File: config.mk
export PLATFORM = sky130hd
export DESIGN_NAME = mf_threshold_trigger
export DESIGN_NICKNAME = d
export VERILOG_FILES = /design/src/rtl/mf_trig_pkg.sv /design/src/rtl/mf_abs_cmp.sv /design/src/rtl/mf_threshold_trigger.sv
export SDC_FILE = /design/constraint.sdc
export NUM_CORES = 1
export LEC_CHECK = 0
export ABC_CLOCK_PERIOD_IN_PS = 10230
export BUFFER_PORTS_ARGS = -buffer_cell sky130_fd_sc_hd__buf_4
export CAP_MARGIN = 20
export CORE_MARGIN = 8
export CORE_UTILIZATION = 60
export CTS_CLUSTER_DIAMETER = 40
export CTS_CLUSTER_SIZE = 8
export DETAILED_ROUTE_END_ITERATION = 8
export MAX_ROUTING_LAYER = met4
export PLACE_DENSITY = 0.87
export SYNTH_ARGS = -nofsm -noshare
export SYNTH_HDL_FRONTEND = slang
export SYNTH_SLANG_ARGS = --single-unit
File: constraint.sdc
create_clock -name clk_i -period 10.23 [get_ports clk_i]
set_input_delay 0 -clock clk_i [delete_from_list [all_inputs] [get_ports clk_i]]
set_output_delay 0 -clock clk_i [all_outputs]
set_load 0.01 [all_outputs]
File: src/rtl/mf_trig_pkg.sv
// Shared types and constants for the matched-filter threshold trigger.
package mf_trig_pkg;

    typedef enum logic [1:0] {
        IDLE,
        ARMED,
        PEAK,
        HOLDOFF
    } state_t;

    localparam int DEFAULT_PEAK_LEN = 8;
    localparam int TRIG_COUNT_BITS  = 16;

endpackage

File: src/rtl/mf_abs_cmp.sv
// Registered magnitude of one signed filter sample followed by a registered
// strict-greater compare against the threshold; mag and hit share 2-clock latency.
module mf_abs_cmp #(
    parameter int INBITS = 16
) (
    input  logic              clk,
    input  logic              rst,
    input  logic [INBITS-1:0] sample,
    input  logic [INBITS-1:0] thresh,
    output logic [INBITS-1:0] mag,
    output logic              hit
);

    logic [INBITS-1:0] abs_val;
    logic [INBITS-1:0] mag_q;

    // The most negative input wraps to 2^(INBITS-1), which is exact as unsigned.
    assign abs_val = sample[INBITS-1] ? (~sample + 1'b1) : sample;

    always_ff @(posedge clk) begin
        if (rst) begin
            mag_q <= '0;
            mag   <= '0;
            hit   <= 1'b0;
        end else begin
            mag_q <= abs_val;
            mag   <= mag_q;
            hit   <= (mag_q > thresh);
        end
    end

endmodule

File: src/rtl/mf_threshold_trigger.sv
// Threshold trigger after the matched filter: fires on the first magnitude above
// threshold, reports the window peak, then holds off before re-arming.
module mf_threshold_trigger
    import mf_trig_pkg::*;
#(
    parameter int INBITS       = 16,
    parameter int PEAK_LEN     = DEFAULT_PEAK_LEN,
    parameter int HOLDOFF_BITS = 16
) (
    input  logic                            clk_i,
    input  logic                            rst_i,
    input  logic [INBITS-1:0]               in0_i,
    input  logic [INBITS-1:0]               in1_i,
    input  logic [INBITS-1:0]               thresh_i,
    input  logic [HOLDOFF_BITS-1:0]         holdoff_i,
    input  logic                            arm_i,
    output logic                            trig_o,
    output logic                            trig_idx_o,
    output logic                            peak_valid_o,
    output logic [INBITS-1:0]               peak_o,
    output logic [$clog2(2*PEAK_LEN)-1:0]   peak_idx_o,
    output logic [TRIG_COUNT_BITS-1:0]      trig_count_o
);

    localparam int IDXW = $clog2(2*PEAK_LEN);
    localparam logic [IDXW-1:0] LAST_OFFSET = IDXW'(PEAK_LEN - 1);

    logic [INBITS-1:0] thresh_r;
    logic [1:0]        vld;
    logic [INBITS-1:0] mag0, mag1;
    logic              hit0, hit1;

    state_t                   state, state_next;
    logic [IDXW-1:0]          win_cnt, win_next;
    logic [INBITS-1:0]        track_peak, track_peak_next;
    logic [IDXW-1:0]          track_idx, track_idx_next;
    logic [HOLDOFF_BITS-1:0]  hold_cnt, hold_next;
    logic                     trig_next, trig_idx_next, peak_valid_next;
    logic [INBITS-1:0]        peak_next;
    logic [IDXW-1:0]          peak_idx_next;
    logic [TRIG_COUNT_BITS-1:0] count_next;

    logic              pair_hit, pair_sel;
    logic [INBITS-1:0] pair_mag;
    logic [IDXW-1:0]   next_offset;

    // vld tracks whether each in-flight pair was presented while armed, so pairs
    // that entered the pipeline while disarmed can never trigger after re-arm.
    always_ff @(posedge clk_i) begin
        if (rst_i) begin
            thresh_r <= '0;
            vld      <= '0;
        end else begin
            thresh_r <= thresh_i;
            vld      <= {vld[0], arm_i};
        end
    end

    mf_abs_cmp #(.INBITS(INBITS)) u_abs0 (
        .clk(clk_i), .rst(rst_i), .sample(in0_i), .thresh(thresh_r), .mag(mag0), .hit(hit0)
    );

    mf_abs_cmp #(.INBITS(INBITS)) u_abs1 (
        .clk(clk_i), .rst(rst_i), .sample(in1_i), .thresh(thresh_r), .mag(mag1), .hit(hit1)
    );

    // Best of the pair with ties going to the earlier sample 0.
    assign pair_hit    = vld[1] & (hit0 | hit1);
    assign pair_sel    = (mag1 > mag0);
    assign pair_mag    = pair_sel ? mag1 : mag0;
    assign next_offset = win_cnt + 1'b1;

    always_comb begin
        state_next      = state;
        win_next        = win_cnt;
        track_peak_next = track_peak;
        track_idx_next  = track_idx;
        hold_next       = hold_cnt;
        trig_next       = 1'b0;
        trig_idx_next   = trig_idx_o;
        peak_valid_next = 1'b0;
        peak_next       = peak_o;
        peak_idx_next   = peak_idx_o;
        count_next      = trig_count_o;

        case (state)
            IDLE: begin
                if (arm_i) state_next = ARMED;
            end
            ARMED: begin
                if (pair_hit) begin
                    state_next      = PEAK;
                    trig_next       = 1'b1;
                    trig_idx_next   = ~hit0;
                    count_next      = (trig_count_o == '1) ? trig_count_o : trig_count_o + 1'b1;
                    win_next        = '0;
                    track_peak_next = pair_mag;
                    track_idx_next  = IDXW'(pair_sel);
                end
            end
            PEAK: begin
                if (win_cnt == LAST_OFFSET) begin
                    state_next      = HOLDOFF;
                    peak_valid_next = 1'b1;
                    peak_next       = track_peak;
                    peak_idx_next   = track_idx;
                    hold_next       = holdoff_i;
                end else begin
                    win_next = next_offset;
                    if (pair_mag > track_peak) begin
                        track_peak_next = pair_mag;
                        track_idx_next  = IDXW'({next_offset, pair_sel});
                    end
                end
            end
            HOLDOFF: begin
                if (hold_cnt == '0) state_next = ARMED;
                else                hold_next  = hold_cnt - 1'b1;
            end
            default: state_next = IDLE;
        endcase

        if (!arm_i) state_next = IDLE;
    end

    always_ff @(posedge clk_i) begin
        if (rst_i) begin
            state        <= IDLE;
            win_cnt      <= '0;
            track_peak   <= '0;
            track_idx    <= '0;
            hold_cnt     <= '0;
            trig_o       <= 1'b0;
            trig_idx_o   <= 1'b0;
            peak_valid_o <= 1'b0;
            peak_o       <= '0;
            peak_idx_o   <= '0;
            trig_count_o <= '0;
        end else begin
            state        <= state_next;
            win_cnt      <= win_next;
            track_peak   <= track_peak_next;
            track_idx    <= track_idx_next;
            hold_cnt     <= hold_next;
            trig_o       <= trig_next;
            trig_idx_o   <= trig_idx_next;
            peak_valid_o <= peak_valid_next;
            peak_o       <= peak_next;
            peak_idx_o   <= peak_idx_next;
            trig_count_o <= count_next;
        end
    end

endmodule

==> results.md, run 1 <==
* Mapped Nets at 1053
* Required @ worst endpoint at about 11 ns
* Pwr/cell area at approximately 150 nW/um^2
* CP max-delay cell: inv_1
* DRC viols at 0
* CTS tree: done
* Number of CTS-inserted buffers at 17
* Clk_skew at between 0.01 and 0.015 ns
* Port Buffers at 105
* Grt ovf at 0
* Avg Inst Size Synth at 8.96 um^2
* Clock sink total at 165
* Ys Warns at 0
* CTS clk-pin slew, worst paths at 0.06 ns
* Synth-to-Final Area Change at 28.1%
* Most frequent cells in the layout: dfxtp_1, buf_4, nand2_1, dlygate4sd3_1, nor2_1
* CP Buf/Inv Count at 2
* Max Buffers Root-to-Sink at 2
* Slew Viols, Final at 0
* RD Place Congestion at 0.887
* Fmax at 210 MHz
* Die Y at ~130 um
* Post-synth cell types at slightly above 60
* Fillers at 832
* Post-DP HPWL at 12700 um
* Pre-CTS setup slack at 5.34 ns
* Crit path largest cell delay at between 0.6 and 0.7 ns
* Worst slew margin at between 20% and 30%
* Synthesized flop and latch total at 165
* Leakage at between 4 and 5 nW
* Critical path peak fanout at 35
* Post-Synth XOR/XNOR Area at 4.50%
* Mux cell area share after synthesis at roughly 3.6%
* Initial core utilization at between 60% and 70%
* RSZ-0062 raised after global routing: false
* Post-Syn Area at between 8000 and 9000 um^2
* Outcome: complete, no violations
* Final WS setup at 5.47 ns
* Antenna Nets Post-Route at 0
* Post-synth EDFFs at 0
* Global-route wire length before repair at 36900 um
* Critical path class: reg -> reg
* CP Cell Sequence: inv_1 > ha_1 > nor2b_1 > o211ai_1 > a2111o_1 > a31oi_4 > mux2_2 > ha_1 > and4_1 > nand3_1 > o211a_1 > inv_1 > o21ai_0 > o311a_1
* Synth Area in Adders at roughly 11%
* Diode count at 0
* Layout cells sized above 1 at about 16%
* Slew of the pin with the lowest slew margin at 1.11 ns
* GRT Overall Usage at 26.3%
* Primary FF master, synth: dfxtp_1
* H-tree Lvls at 4
* Clock root buffer: clkbuf_16
* Seq/Total Area, Yosys at between 40% and 50%
* Post-Synth Simple-Gate Area at 19.5%
* FFs w/ async S/R, synth at 0%
* Cells after synthesis at around 910
* Critical Path Source Type: register
* Vias at 7424
* Routed WL at 22400 um
* Nets@finish at 1225
* Final hold violation count at 0
* Top delay family on crit path: compound AO/OA/AOI/OAI gates
* Crit end category: register
* Core footprint at 13300 um^2
* Row count at 42
* Largest family of logic cells by synthesized area: simple AND/OR/NAND/NOR gates
* Initial DRT Pass Iterations at 6
* Setup Viol. Count Final at 0
* Pwr Total at 1.61 mW
* Critical path data arrival time at 5.07 ns
* Number of setup buffers added after CTS at 0
* Complex-gate fraction of the synthesized area at 15.9%
* Vias/cell at 5.83
* Initial antenna violation count at 0
* Total negative slack at 0 ns
* Max-cap violations at 0
* Clk Latency, worst-skew pair at about 0.43 ns
* Min-Delay Path Class: in -> reg
* Average wire per standard cell at 17.6 um
* DR iter-0 viols at 740
* Fin crit share at 46.5%
* Commonest non-fill, non-tap cell in the layout: dfxtp_1
* Largest net degree at the start of global routing at roughly 110
* Die W at approximately 130 um
* Maximum vdd drop at 0.117 mV
* IO Pins at ~110
* Vias in the first global route at 7381
* Die Area at around 18000 um^2
* Period minus WS final at approximately 4.8 ns
sequential cells by signal, indices dropped and copies added (netlist names), 2 cells and up:
| register | cells |
|---|---|
| hold_cnt | 16 |
| peak_idx_o | 4 |
| peak_o | 16 |
| state | 2 |
| thresh_r | 16 |
| track_idx | 4 |
| track_peak | 16 |
| trig_count_o | 16 |
| u_abs0.mag | 16 |
| u_abs0.mag_q | 16 |
| u_abs1.mag | 16 |
| u_abs1.mag_q | 16 |
| vld | 2 |
| win_cnt | 4 |
final cells by class:
type	count	area (um^2)	share of cell area, %
timing repair buffer	192	1670	15.9
clock inverter	12	119	1.13
multi-input combinational	645	4470	42.6
sequential	165	3300	31.5
inverter	64	240	2.29
tap	176	220	2.10
clock buffer	20	467	4.45
metal layers:
| layer | vias up | routed length, um | track usage (%) |
|---|---|---|---|
| li1 | 3531 | - | - |
| met1 | 3463 | 9210 | 29.4 |
| met2 | 349 | 10900 | 42.8 |
| met3 | 81 | 1200 | 6.36 |
| met4 | 0 | 1070 | 14.2 |
| met5 | - | 0 | - |
synthesized netlist by cell type (7+ instances only):
master | instances | area share, %
nor2_1 | 81 | 3.7
o21ai_0 | 43 | 2.6
dfxtp_1 | 165 | 40
o31ai_1 | 10 | 0.92
mux2_2 | 9 | 1.2
nor3_1 | 12 | 0.73
mux2_4 | 8 | 1.5
o311a_1 | 15 | 1.8
or4_1 | 7 | 0.64
nand4_1 | 18 | 1.4
or3_1 | 8 | 0.61
ha_1 | 73 | 11
nor2b_1 | 56 | 4.3
nand3_1 | 20 | 1.2
a21oi_1 | 62 | 3.8
mux2i_1 | 7 | 0.86
inv_1 | 64 | 2.9
xor2_1 | 37 | 4.0
a21o_1 | 11 | 1.0
clkbuf_1 | 29 | 1.3
nand2_1 | 86 | 3.9
power by group:
part	total [mW]	switching (mW)	internal, mW
Sequential	0.683	0.0155	0.667
Clock	0.631	0.273	0.358
Combinational	0.295	0.159	0.136
Total	1.61	0.448	1.16
per-stage QoR:
stage	hold slack (ns)	cell area, um^2	utilization, %	cells
floorplan	0.128	8180	-	913
global placement	0.212	9030	67.9	1156
detailed placement	0.216	9030	67.9	1156
CTS	0.00415	10500	78.6	1272
global route	0.0317	10500	78.8	1274
finish	0.0292	10500	78.8	1274
worst paths after layout:
check                      from         endpoint  slack [ns]  cells after the start
hold / removal        in1_i[15]  u_abs1.mag_q[3]        0.03                      4
setup reg to reg  u_abs0.mag[1]   track_peak[15]        5.47                     14
hold reg to reg          vld[0]           vld[1]        0.45                      1
setup / recovery  u_abs0.mag[1]   track_peak[15]        5.47                     14
cells by family after synthesis:
kind of cell             count (synthesis)
AO/OA/AOI/OAI                          191
XOR/XNOR                                42
adder cells (fa/ha/maj)                 73
buffers and inverters                  103
flip-flops                             165
multiplexers                            24
AND/OR/NAND/NOR                        315
tightest hold or removal path, stage by stage:
cell     delay, ns
buf_4         0.17
o31ai_1       0.09
xor2_1        0.09
nor2_1        0.08
timing repair:
action                                 CTS  global route
gates resized for setup                  0             0
hold buffers                            84             0
endpoints found under the hold margin   72             0
Power figures use the tool's default switching activity.
==> inputs of run 2 (changes only) <==
--- a/config.mk
+++ b/config.mk
@@ -5,16 +5,16 @@
 export SDC_FILE = /design/constraint.sdc
 export NUM_CORES = 1
 export LEC_CHECK = 0
-export ABC_CLOCK_PERIOD_IN_PS = 10230
+export ABC_CLOCK_PERIOD_IN_PS = 4600
 export BUFFER_PORTS_ARGS = -buffer_cell sky130_fd_sc_hd__buf_4
 export CAP_MARGIN = 20
 export CORE_MARGIN = 8
-export CORE_UTILIZATION = 60
+export CORE_UTILIZATION = 58
 export CTS_CLUSTER_DIAMETER = 40
 export CTS_CLUSTER_SIZE = 8
 export DETAILED_ROUTE_END_ITERATION = 8
 export MAX_ROUTING_LAYER = met4
-export PLACE_DENSITY = 0.87
+export PLACE_DENSITY = 0.85
 export SYNTH_ARGS = -nofsm -noshare
 export SYNTH_HDL_FRONTEND = slang
 export SYNTH_SLANG_ARGS = --single-unit
==> constraint.sdc (replaced) <==
create_clock -name clk_i -period 4.6 [get_ports clk_i]
set_input_delay 0 -clock clk_i [delete_from_list [all_inputs] [get_ports clk_i]]
set_output_delay 0 -clock clk_i [all_outputs]
set_load 0.01 [all_outputs]
==> run 2 against run 1 <==
Against the previous run:
- sequential cell count unchanged
- clock skew shrank 0.0031 ns
- register-to-register slack lost 5.1 ns
- sequential share of layout area about the same
- first-iteration DRC count is 26% lower
==> results.md, run 2 (synthesis gave the netlist of run 1 again) <==
* Non-filler cells, final at 1284 (+0.78%)
* Clk_skew at 0.00949 ns (-0.00313 ns)
* GRT Max-Usage Layer: met2
* Post-DP HPWL at 13200 um (+4.1%)
* Diode count at 0 (unchanged)
* Final hold violation count at 0 (unchanged)
* Most frequent cells in the layout: dfxtp_1, buf_4, nand2_1, dlygate4sd3_1, nor2_1
* Nets@finish at 1231 (+0.49%)
* Synth-to-Final Area Change at 28.1% (about the same)
* RD Place Congestion at 0.921 (+3.8%)
* Final WS setup at 0.347 ns (-5.13 ns)
* Top delay family on crit path: compound AO/OA/AOI/OAI gates
* Maximum vdd drop at 0.290 mV (+150%)
* Vias at 7203 (-3.0%)
* CTS tree: done
* Cells on worst reg2reg path at 15 (+1)
* Vias in the first global route at 7010 (-5.0%)
* Total negative slack at 0 ns (unchanged)
* DRC viols at 0 (unchanged)
* Outcome: complete, no violations
* Pwr/cell area at 332 nW/um^2 (+120%)
* Average wire per standard cell at 16.1 um (-8.3%)
* Setup Viol. Count Final at 0 (unchanged)
* Slew Viols, Final at 0 (unchanged)
* IO Pins at 106 (unchanged)
* Slew of the pin with the lowest slew margin at 0.799 ns (-0.314 ns)
* Combinational group share of total power at 18.6% (+0.3 points)
* Routed WL at 20700 um (-7.6%)
* DP Cell Count at 1166 (+0.87%)
* Critical path peak fanout at 10 (-71%)
* Grt ovf at 0 (unchanged)
* Row count at 43 (+2.4%)
* Min-Delay Path Class: in -> reg
* Required @ worst endpoint at 4.96 ns (-5.59 ns)
* Vias/cell at 5.61 (-3.7%)
* CP Depth at 15 (+1)
* Worst slew margin at 46.7% (+21 points)
* Number of CTS-inserted buffers at 17 (unchanged)
* Pre-CTS setup slack at 0.181 ns (-5.16 ns)
* GRT Overall Usage at 23.2% (-3.1 points)
* Die W at 135 um (+1.5%)
* Core footprint at 13800 um^2 (+4.0%)
* WHS Path Cells at 4 (unchanged)
* Initial antenna violation count at 0 (unchanged)
* Critical path class: reg -> reg
* Sequential fraction of design power at 43.7% (+1.2 points)
* Die Area at 18200 um^2 (+3.0%)
* Initial DRT Pass Iterations at 5 (-1)
* Fmax at 235 MHz (+12%)
* Internal Pwr Total at 2.50 mW (+120%)
* Clock sink total at 165 (unchanged)
* Switch share at 28.2% (+0.39 points)
* Area after DPL at 9080 um^2 (+0.55%)
* Clk Latency, worst-skew pair at 0.43 ns (about the same)
* DR iter-0 viols at 544 (-26%)
* Period minus WS final at 4.25 ns (-0.503 ns)
* Hold Slack at 0.0184 ns (-0.0108 ns)
* Crit path largest cell delay at 0.47 ns (-0.21 ns)
* Crit end category: register
* CP Cell Sequence: inv_1 > ha_1 > nand4_1 > a2111o_1 > a31oi_4 > buf_4 > mux2_4 > ha_1 > and4_1 > nand3_1 > a21oi_1 > a211oi_4 > buf_4 > or4_1 > a21oi_1
* Critical Path Source Type: register
* H-tree Lvls at 4 (unchanged)
* CP max-delay cell: or4_1
* Fin area at 10500 um^2 (about the same)
* Global-route wire length before repair at 33700 um (-8.6%)
* Largest net degree at the start of global routing at 61 (-42%)
* Leakage at 4.40 nW (about the same)
* Grt met1 use at 26.7% (-2.7 points)
* GR Util met3 at 5.57% (-0.79 points)
* RSZ-0062 raised after global routing: false
* Port Buffers at 105 (unchanged)
* Sw Pwr at 981 uW (+120%)
* Pwr Total at 3.48 mW (+120%)
* Initial core utilization at 59.2% (-2.4 points)
* Fin util at 75.8% (-3.1 points)
* CP Buf/Inv Count at 3 (+1)
* Layout cells sized above 1 at 16.1% (+0.55 points)
* Clock power frac at 37.7% (-1.5 points)
* Critical path data arrival time at 4.61 ns (-0.46 ns)
* GR Util met2 at 37.9% (-4.9 points)
* Die Y at 135 um (+1.5%)
* Commonest non-fill, non-tap cell in the layout: dfxtp_1
* CTS clk-pin slew, worst paths at 0.07 ns (about the same)
* Reg2Reg Setup Slack at 0.35 ns (-5.13 ns)
* Fin crit share at 92.4% (+46 points)
* Clock root buffer: clkbuf_16
* Antenna Nets Post-Route at 0 (unchanged)
* Max-cap violations at 0 (unchanged)
* Max Buffers Root-to-Sink at 2 (unchanged)
run 2: final cells by class:
type                    count  area [um^2]
fillers                   928         3350
repair buffers            197         1690
repair inverters            1         7.51
well taps                 180          225
multi-input cells         645         4470
flip-flops and latches    165         3300
clock buffers              18          429
clock inverters            14          118
inverters                  64          244
run 2: final timing paths:
check,start,endpoint
max,u_abs0.mag[11],track_idx[1]
max reg2reg,u_abs0.mag[11],track_idx[1]
min reg2reg,vld[0],vld[1]
min,holdoff_i[13],hold_cnt[13]
run 2: power by group through the flow:
stage	sequential, mW	clock (mW)	combinational, mW
floorplan	1.54	0	0.407
global placement	1.55	0	0.530
detailed placement	1.55	0	0.550
CTS	1.52	1.32	0.618
global route	1.52	1.40	0.703
finish	1.52	1.31	0.648
run 2: worst reg2reg max path, stage by stage (launching register included):
cell and delay (ns):
dfxtp_1 0.33, inv_1 0.05, ha_1 0.30, nand4_1 0.22, a2111o_1 0.44, a31oi_4 0.34, buf_4 0.29, mux2_4 0.33
ha_1 0.29, and4_1 0.29, nand3_1 0.13, a21oi_1 0.31, a211oi_4 0.08, buf_4 0.18, or4_1 0.47, a21oi_1 0.15
run 2: layer usage:
metal / routed length (um) / share of wire, %
met1: 8900 / 43
met2: 10100 / 49
met3: 1090 / 5.3
met4: 675 / 3.3
met5: 0 / 0
run 2: what timing repair did:
item,in CTS,in global routing
endpoints found under the hold margin,65,0
gates resized for setup,0,2
endpoints found under the setup margin,0,18
hold buffers,83,0
buffers inserted,0,2
==> inputs of run 3 (changes only) <==
--- a/config.mk
+++ b/config.mk
@@ -9,12 +9,12 @@
 export BUFFER_PORTS_ARGS = -buffer_cell sky130_fd_sc_hd__buf_4
 export CAP_MARGIN = 20
 export CORE_MARGIN = 8
-export CORE_UTILIZATION = 58
+export CORE_UTILIZATION = 30
 export CTS_CLUSTER_DIAMETER = 40
 export CTS_CLUSTER_SIZE = 8
 export DETAILED_ROUTE_END_ITERATION = 8
 export MAX_ROUTING_LAYER = met4
-export PLACE_DENSITY = 0.85
+export PLACE_DENSITY_LB_ADDON = 0.15
 export SYNTH_ARGS = -nofsm -noshare
 export SYNTH_HDL_FRONTEND = slang
 export SYNTH_SLANG_ARGS = --single-unit
==> run 3 against run 2 <==
Against the previous run:
- global-route usage fell by 10 points
- sequential power barely moved
- combinational power fell by 3.5%
- cell count rose by 12%
- die area rose by 81%
- sequential share of layout area fell by 0.61 points
- largest power group unchanged
- critical path depth fell by 1
- highest routed layer unchanged
- core utilization fell by 36 points
- register-to-register slack improved by 0.04 ns
==> results.md, run 3 (synthesis gave the netlist of run 1 again) <==
* Vias in the first global route at 6782 (-3.3%)
* Clock sink total at 165 (unchanged)
* Clk Latency, worst-skew pair at 0.42 ns (about the same)
* Row count at 60 (+40%)
* Critical path data arrival time at 4.56 ns (-0.05 ns)
* RD Place Congestion at 0.830 (-9.8%)
* Vias/cell at 4.66 (-17%)
* GRT Overall Usage at 12.8% (-10 points)
* WHS Path Cells at 5 (+1)
* Max-cap violations at 0 (unchanged)
* Leakage at 4.40 nW (+0.12%)
* Fillers at 2737 (+190%)
* Antenna Nets Post-Route at 0 (unchanged)
* Average wire per standard cell at 13.9 um (-14%)
* Outcome: complete, no violations
* H-tree Lvls at 4 (unchanged)
* Max Buffers Root-to-Sink at 2 (unchanged)
* Post-DP HPWL at 14800 um (+12%)
* Crit end category: register
* Port Buffers at 105 (unchanged)
* Synth-to-Final Area Change at 30.6%
* DR iter-0 viols at 273 (-50%)
* Die Y at 181 um (+34%)
* Min-Delay Path Class: in -> reg
* Slew Viols, Final at 0 (unchanged)
* Required @ worst endpoint at 4.94 ns (-0.02 ns)
* Critical path peak fanout at 35 (+25)
* DRC viols at 0 (unchanged)
* Initial DRT Pass Iterations at 6 (+1)
* Most frequent cells in the layout: dfxtp_1, buf_4, nand2_1, nor2_1, dlygate4sd3_1
* Die W at 181 um (+34%)
* Layout cells sized above 1 at 15.9% (-0.22 points)
* CTS clk-pin slew, worst paths at 0.07 ns (about the same)
* Pwr Total at 3.57 mW (+2.5%)
* Maximum vdd drop at 0.286 mV (-1.2%)
* Die Area at 32800 um^2 (+81%)
* Diode count at 0 (unchanged)
* Clk_skew at 0.0104 ns (+0.000895 ns)
* Largest net degree at the start of global routing at 150 (+150%)
* Grt ovf at 0 (unchanged)
* Global-route wire length before repair at 34100 um (+1.1%)
* RSZ-0062 raised after global routing: false
* Initial core utilization at 30.4% (-29 points)
* IO Pins at 106 (unchanged)
* PostCTS Resize Cnt at 0 (unchanged)
* Period minus WS final at 4.21 ns (-0.0392 ns)
* Final hold violation count at 0 (unchanged)
* Core footprint at 26900 um^2 (+94%)
* Routed WL at 20000 um (-3.7%)
* Slew of the pin with the lowest slew margin at 0.826 ns (+0.0267 ns)
* Cells on worst reg2reg path at 14 (-1)
* Fmax at 237 MHz (+0.93%)
* Pwr/cell area at 334 nW/um^2 (+0.55%)
* Initial antenna violation count at 0 (unchanged)
* Number of CTS-inserted buffers at 17 (unchanged)
* Commonest non-fill, non-tap cell in the layout: dfxtp_1
* Total negative slack at 0 ns (unchanged)
* Critical Path Source Type: register
* CTS tree: done
* Worst slew margin at 44.9% (-1.8 points)
* Fin crit share at 91.6% (-0.85 points)
* Clock root buffer: clkbuf_16
* Critical path class: reg -> reg
* Vias at 6691 (-7.1%)
* Setup Viol. Count Final at 0 (unchanged)
* Nets@finish at 1221 (-0.81%)
## run 3: cell count changes in the layout (fill, tap and decap cells not counted), sizes merged
cell,change
clkinv,+1
buf,-3
inv,+2
clkbuf,-1
dlygate4sd3,-6
clkinvlp,-3
## run 3: worst paths after layout
kind / from / end / slack (ns)
worst max register to register: u_abs0.mag[11] / track_idx[1] / 0.39
worst min register to register: vld[0] / vld[1] / 0.44
worst min-delay path: holdoff_i[14] / hold_cnt[14] / 0.06
worst max-delay path: u_abs0.mag[11] / track_idx[1] / 0.39
## run 3: routing by layer
metal	part of all wire [%]	vias up	global-route usage, %	wire [um]
li1	-	3530	-	-
met1	55	3043	17.7	10900
met3	2.7	10	2.55	535
met5	0	-	-	0
met2	42	108	18.8	8390
met4	0.81	0	2.85	161
## run 3: stage by stage
stage	hold slack [ns]	worst slack [ns]	utilization (%)	std cells	cell area (um^2)
6_report	0.0632	0.387	39.8	1435	10700
5_1_grt	0.0873	0.157	39.8	1435	10700
4_1_cts	0.0561	0.376	39.8	1435	10700
3_5_place_dp	0.220	0.392	34.6	1326	9310
3_3_place_gp	0.220	0.460	34.6	1326	9310
2_1_floorplan	0.128	0.799	-	913	8180
## run 3: area by class of cell
class | instances | area, um^2 | share of cell area (%)
multi-input combinational | 645 | 4470 | 41.8
clock inverter | 15 | 183 | 1.71
sequential | 165 | 3300 | 30.9
inverter | 64 | 240 | 2.25
timing repair buffer | 188 | 1640 | 15.4
clock buffer | 17 | 425 | 3.98
tap | 341 | 427 | 3.99
## run 3: report_power, final
group | total (mW) | internal, mW | switching, mW
Combinational | 0.625 | 0.301 | 0.324
Sequential | 1.52 | 1.48 | 0.0328
Clock | 1.42 | 0.739 | 0.685
## run 3: repair_timing
item                                   in CTS  in global routing
setup buffers                               0                  0
hold buffers                               77                  0
endpoints found under the hold margin      66                  0
## run 3: worst max-delay path, stage by stage (launching register included)
cell	delay [ns]
dfxtp_1	0.33
inv_1	0.04
ha_1	0.30
nand4_1	0.22
a2111o_1	0.44
a31oi_4	0.44
mux2_2	0.44
ha_1	0.32
and4_1	0.31
nand3_1	0.14
a21oi_1	0.29
a211oi_4	0.07
buf_12	0.18
or4_1	0.47
a21oi_1	0.15
